`src/rtl/bf16_pkg.sv`:
```
// Shared BF16 types, constants and packing helper for the shared-multiplier scheduler.
package bf16_pkg;

   localparam int          BF16_BIAS   = 127;
   localparam logic [15:0] BF16_MAXFIN = 16'h7F7F;

   typedef struct packed {
      logic       sign;
      logic [7:0] exp;
      logic [6:0] frac;
   } bf16_t;

   function automatic logic [15:0] bf16_pack(input logic s, input logic [7:0] e, input logic [6:0] f);
      return {s, e, f};
   endfunction

endpackage

```
`src/rtl/bf16_mul_core.sv`:
```
// Combinational BF16 multiplier: truncating, saturates on overflow, flushes subnormal results to zero.
module bf16_mul_core
   import bf16_pkg::*;
(
   input  logic [15:0] a,
   input  logic [15:0] b,
   output logic [15:0] data,
   output logic        ovf,
   output logic        unf
);

   bf16_t       w_a;
   bf16_t       w_b;
   logic        w_sign;
   logic [15:0] w_m;
   logic [9:0]  w_esum;
   logic [9:0]  w_e;
   logic [6:0]  w_frac;

   assign w_a    = a;
   assign w_b    = b;
   assign w_sign = w_a.sign ^ w_b.sign;
   assign w_m    = {8'd0, 1'b1, w_a.frac} * {8'd0, 1'b1, w_b.frac};
   assign w_esum = {2'b00, w_a.exp} + {2'b00, w_b.exp};

   // A product in [2,4) needs one extra normalising shift, which bumps the exponent by one.
   assign w_e    = w_m[15] ? (w_esum - 10'(BF16_BIAS - 1)) : (w_esum - 10'(BF16_BIAS));
   assign w_frac = w_m[15] ? 7'(w_m >> 8) : 7'(w_m >> 7);

   always_comb begin
      data = bf16_pack(w_sign, w_e[7:0], w_frac);
      ovf  = 1'b0;
      unf  = 1'b0;
      if (w_a.exp == 8'd0 || w_b.exp == 8'd0) begin
         data = bf16_pack(w_sign, 8'h00, 7'h00);
      end else if ($signed(w_e) <= 10'sd0) begin
         data = bf16_pack(w_sign, 8'h00, 7'h00);
         unf  = 1'b1;
      end else if ($signed(w_e) >= 10'sd255) begin
         data = {w_sign, BF16_MAXFIN[14:0]};
         ovf  = 1'b1;
      end
   end

endmodule

```
`src/rtl/bf16_mul_sched.sv`:
```
// Round-robin arbiter feeding one shared BF16 multiplier through a two-stage back-pressured pipeline.
module bf16_mul_sched
   import bf16_pkg::*;
#(
   parameter int NREQ = 4,
   parameter int IDW  = $clog2(NREQ)
)
(
   input  logic                 clk,
   input  logic                 rst,
   input  logic [NREQ-1:0]      req_valid,
   input  logic [16*NREQ-1:0]   req_a,
   input  logic [16*NREQ-1:0]   req_b,
   output logic [NREQ-1:0]      req_ready,
   output logic                 res_valid,
   input  logic                 res_ready,
   output logic [15:0]          res_data,
   output logic [IDW-1:0]       res_id,
   output logic                 res_ovf,
   output logic                 res_unf
);

   logic [IDW-1:0] r_last;
   logic           r_s1_valid;
   logic [15:0]    r_s1_a;
   logic [15:0]    r_s1_b;
   logic [IDW-1:0] r_s1_id;
   logic           r_s2_valid;
   logic [15:0]    r_s2_data;
   logic [IDW-1:0] r_s2_id;
   logic           r_s2_ovf;
   logic           r_s2_unf;

   logic [15:0]    w_a_arr   [NREQ];
   logic [15:0]    w_b_arr   [NREQ];
   logic [IDW:0]   w_sum     [NREQ];
   logic [IDW-1:0] w_cand_id [NREQ];
   logic           w_found;
   logic [IDW-1:0] w_gid;
   logic [NREQ-1:0] w_ready;
   logic           w_hs;
   logic           w_adv1;
   logic           w_adv2;
   logic [15:0]    w_mul_data;
   logic           w_mul_ovf;
   logic           w_mul_unf;

   // Candidate gi is the requester (gi+1) places after the last accepted one, modulo NREQ.
   generate
      for (genvar gi = 0; gi < NREQ; gi++) begin : g_req
         assign w_a_arr[gi]   = req_a[16*gi +: 16];
         assign w_b_arr[gi]   = req_b[16*gi +: 16];
         assign w_sum[gi]     = {1'b0, r_last} + (IDW+1)'(gi + 1);
         assign w_cand_id[gi] = (w_sum[gi] >= (IDW+1)'(NREQ)) ? IDW'(w_sum[gi] - (IDW+1)'(NREQ))
                                                              : w_sum[gi][IDW-1:0];
      end
   endgenerate

   always_comb begin
      w_found = 1'b0;
      w_gid   = '0;
      for (int k = NREQ - 1; k >= 0; k--) begin
         if (req_valid[w_cand_id[k]]) begin
            w_found = 1'b1;
            w_gid   = w_cand_id[k];
         end
      end
   end

   assign w_adv2    = !r_s2_valid || res_ready;
   assign w_adv1    = !r_s1_valid || w_adv2;
   assign w_ready   = (w_found && w_adv1 && !rst) ? (NREQ'(1) << w_gid) : '0;
   assign w_hs      = |(req_valid & w_ready);
   assign req_ready = w_ready;

   bf16_mul_core u_core (
      .a    (r_s1_a),
      .b    (r_s1_b),
      .data (w_mul_data),
      .ovf  (w_mul_ovf),
      .unf  (w_mul_unf)
   );

   always_ff @(posedge clk) begin
      if (rst) begin
         r_last     <= IDW'(NREQ - 1);
         r_s1_valid <= 1'b0;
         r_s1_a     <= '0;
         r_s1_b     <= '0;
         r_s1_id    <= '0;
         r_s2_valid <= 1'b0;
         r_s2_data  <= '0;
         r_s2_id    <= '0;
         r_s2_ovf   <= 1'b0;
         r_s2_unf   <= 1'b0;
      end else begin
         if (w_hs) begin
            r_last <= w_gid;
         end
         if (w_adv1) begin
            r_s1_valid <= w_hs;
            if (w_hs) begin
               r_s1_a  <= w_a_arr[w_gid];
               r_s1_b  <= w_b_arr[w_gid];
               r_s1_id <= w_gid;
            end
         end
         // Result fields only move when a real operation advances, keeping idle outputs quiet.
         if (w_adv2) begin
            r_s2_valid <= r_s1_valid;
            if (r_s1_valid) begin
               r_s2_data <= w_mul_data;
               r_s2_id   <= r_s1_id;
               r_s2_ovf  <= w_mul_ovf;
               r_s2_unf  <= w_mul_unf;
            end
         end
      end
   end

   assign res_valid = r_s2_valid;
   assign res_data  = r_s2_data;
   assign res_id    = r_s2_id;
   assign res_ovf   = r_s2_ovf;
   assign res_unf   = r_s2_unf;

endmodule

```
`config.mk`:
```
export PLATFORM = sky130hd
export DESIGN_NAME = bf16_mul_sched
export DESIGN_NICKNAME = d
export VERILOG_FILES = /design/src/rtl/bf16_pkg.sv /design/src/rtl/bf16_mul_core.sv /design/src/rtl/bf16_mul_sched.sv
export SDC_FILE = /design/constraint.sdc
export NUM_CORES = 1
export LEC_CHECK = 0
export BUFFER_PORTS_ARGS = -buffer_cell sky130_fd_sc_hd__buf_2
export CELL_PAD_IN_SITES_DETAIL_PLACEMENT = 1
export CELL_PAD_IN_SITES_GLOBAL_PLACEMENT = 2
export CORE_MARGIN = 2
export CORE_UTILIZATION = 34
export CTS_CLUSTER_SIZE = 16
export DETAILED_ROUTE_END_ITERATION = 12
export PLACE_DENSITY = 0.92
export SYNTH_ARGS = -nofsm -noshare
export SYNTH_HDL_FRONTEND = slang
export SYNTH_HIERARCHICAL = 1
export SYNTH_SLANG_ARGS = --single-unit
```
`constraint.sdc`:
```
create_clock -name clk -period 15.45 [get_ports clk]
set_input_delay 1.545 -clock clk [delete_from_list [all_inputs] [get_ports clk]]
set_output_delay 1.545 -clock clk [all_outputs]
set_load 0.03 [all_outputs]
```
==> metrics.txt <==
run status completed; TritonCTS Buffers 9; drt wl/cell 17.43 µm; Post-CTS Setup Bufs 0; Clock Root Buffer clkbuf_16; Async S/R FF share, synth 0; Post-route DRC 0; IO Pins 160; row cnt 50; vias in the first global route 6660; Area growth syn-to-layout 16.32%; reg2reg setup slack 9.20 ns; IO Port Bufs 159; NumNets Final 1126; Synth Warn # 6; Gates resized, CTS repair 0; Primary FF master, synth dfxtp_1; syn nets 1005; gr busiest metal met2; Slew headroom 0.3842; Final HPWL DP 15050 µm; clock latency on the worst-skew pair 0.33 ns; Comb pwr share 0.607; Slew Limit Fails 0; synth unique cells 73; commonest cells in the netlist nand2_1, inv_1, and3_1; grt met1 use 0.2568; worst slew pin tran 0.9227 ns; sinks on the clock net 58; internal power contribution 611.6 µW; worst setup margin 9.199 ns; reg-to-reg endpoint res_data[5]; CTS clk-pin slew, worst paths 0.06 ns; GRT overflow 0; Switching Fraction 0.4561; Tcrit/Tclk final 0.4046; sequential power share 0.180; Seq cells post-synth 58; Setup crit end res_data[5]; dpl cells 1136; Min-Delay Path Class reg -> reg; power density over the cells 148.3 mW/mm²; worst r2r src r_s1_a[4]; clk_skew 0.005564 ns; first drt pass iteration count 4; GR Util All Layers 0.2024; Levels on crit path 19; Initial DRC Count 326; Fmax 160.0 MHz; crit path DAT 6.44 ns; crit path kind reg -> reg; Die Y 142.5 µm; synth top area cells dfxtp_1, fa_1, ha_1, a221oi_1, and3_1; leakage 0.003544 µW; layout cells sized above 1 0.2429; Final min period 6.251 ns; Initial Util 0.3473; VDD IR max 0.00006735 V; # setup viols final 0; final non-filler cell total 1153; worst setup path start r_s1_a[4]; Hold Fails Final Rpt 0; Psw 512.9 µW; crit path buf inv count 3; share of the synthesized area in the top cell type 0.1782; most frequent cell after synthesis nand2_1; gpl congestion 0.8221; met3 Resource Use GR 0.02961; Syn Inst Count 792; critical-path maximum fanout 16; Critical Path Max Stage Delay 0.58 ns; deepest clock path buffer count 2; CTS Hold Bufs 0; global-route wire length before repair 33420 µm; core area 0.01877 mm²; CP Capture Type flip-flop; Post-synth EDFFs 0; setup_tns 0 ns; Reg2Reg Depth 19; post-synthesis sequential area ratio 0.1782; cell repeated most along the worst path fa_1; Post-DRT Antenna Nets 0; Clock Power Share 0.213; CP Cell Sequence nand2_1 > fa_1 > inv_1 > fa_1 > fa_1 > inv_1 > fa_1 > inv_1 > ha_1 > and3_1 > and4bb_1 > o41ai_1 > or2_1 > a21oi_1 > xnor2_1 > a41o_1 > a41oi_1 > nand2_1 > a21oi_1; CTS H-Tree Depth 3; worst path required time 15.64 ns; GR Layer Usage met2 0.3537; syn avg cell area 8.229 µm²; dominant cell type by area after synthesis dfxtp_1; routed vias 6379; Via density 5.533; CP max-delay cell a41o_1; RSZ-0062 raised after global routing no; Max-Cap Viols 0; pre-CTS setup slack 9.187 ns; Startpoint Class flip-flop; largest net degree at the start of global routing 68; cell family with most CP delay adder cells; Filler cells 2358; post-synthesis cell area 0.006518 mm²; Final Routed Wirelength 20100 µm; antenna violations before repair 1; DIE AREA 0.02029 mm²; Die W 142.5 µm; TritonCTS clock tree done
==> state kept, by name (all words and copies together), names as in the netlist <==
name / cells
r_last: 2
r_s1_a: 16
r_s1_b: 16
r_s1_id: 2
r_s1_valid: 1
res_data: 16
res_id: 2
res_ovf: 1
res_unf: 1
res_valid: 1
==> power groups by stage <==
stage / registers [µW] / logic [µW] / clock network (µW)
global placement: 205 / 669 / 0
floorplan: 224 / 512 / 0
CTS: 203 / 690 / 243
finish: 203 / 682 / 239
detailed placement: 205 / 680 / 0
global route: 207 / 775 / 249
==> worst min path at each step <==
stage                 startpoint            to  cells past startpoint
finish              res_data[14]  res_data[14]                      2
global route          r_s1_id[1]     res_id[1]                      2
CTS                 res_data[14]  res_data[14]                      2
detailed placement   res_data[7]   res_data[7]                      2
global placement    res_data[14]  res_data[14]                      2
floorplan             r_s1_id[0]     res_id[0]                      2
==> through the flow <==
step / hold slack (ns) / cell area, µm² / util / power, µW
finish: 0.4493 / 7581 / 0.4039 / 1124
global route: 0.4768 / 7581 / 0.4039 / 1231
CTS: 0.4559 / 7579 / 0.4038 / 1136
detailed placement: 0.4473 / 7224 / 0.3849 / 885.0
global placement: 0.4417 / 7224 / 0.3849 / 873.4
floorplan: 0.4288 / 6518 / - / 735.3
==> cells in the final DEF (no fill, tap or decap), types with 5 or more instances in the layout <==
cell type,n
a211oi_1,7
xor2_1,11
xnor2_1,10
clkbuf_16,9
nor2b_1,7
nor2_1,31
nor4_1,6
inv_1,70
a31oi_1,5
nor3_1,36
and3_2,7
a21o_1,5
nand2_1,79
o211ai_1,7
buf_4,6
a221oi_2,17
a21oi_1,39
fa_1,36
dfxtp_1,58
ha_1,42
buf_2,159
o21ai_0,48
and2_1,31
and3_1,61
a221oi_1,48
nand4_1,5
==> final cells by class <==
type	count	area [µm²]	area share
timing repair buffer	165	840.8	0.1109
sequential	58	1161	0.1532
antenna	1	2.502	0.0003301
multi-input combinational	609	4667	0.6156
clock buffer	12	256.5	0.03383
tap	234	292.8	0.03862
inverter	70	262.8	0.03466
clock inverter	4	97.59	0.01287
==> cells by family after synthesis <==
kind of cell / after synthesis / synth area share
fa+ha+maj: 78 / 0.1912
flops: 58 / 0.1782
xor+xnor: 21 / 0.02822
compound gates: 215 / 0.2515
buf+inv: 125 / 0.1062
simple gates: 291 / 0.2379
mux: 4 / 0.006911
==> layer usage <==
metal,vias to the layer above,share of wire
met4,0,0.021
met5,-,0
li1,3117,-
met3,27,0.040
met1,3091,0.45
met2,144,0.49
==> worst reg2reg max path, cell delays in order (launching register included) <==
cell and delay [ns]:
dfxtp_1 0.54, nand2_1 0.13, fa_1 0.51, inv_1 0.06, fa_1 0.50, fa_1 0.54, inv_1 0.05, fa_1 0.54
inv_1 0.04, ha_1 0.37, and3_1 0.25, and4bb_1 0.25, o41ai_1 0.55, or2_1 0.50, a21oi_1 0.19, xnor2_1 0.26
a41o_1 0.58, a41oi_1 0.10, nand2_1 0.09, a21oi_1 0.06
Power figures use the tool's default switching activity.
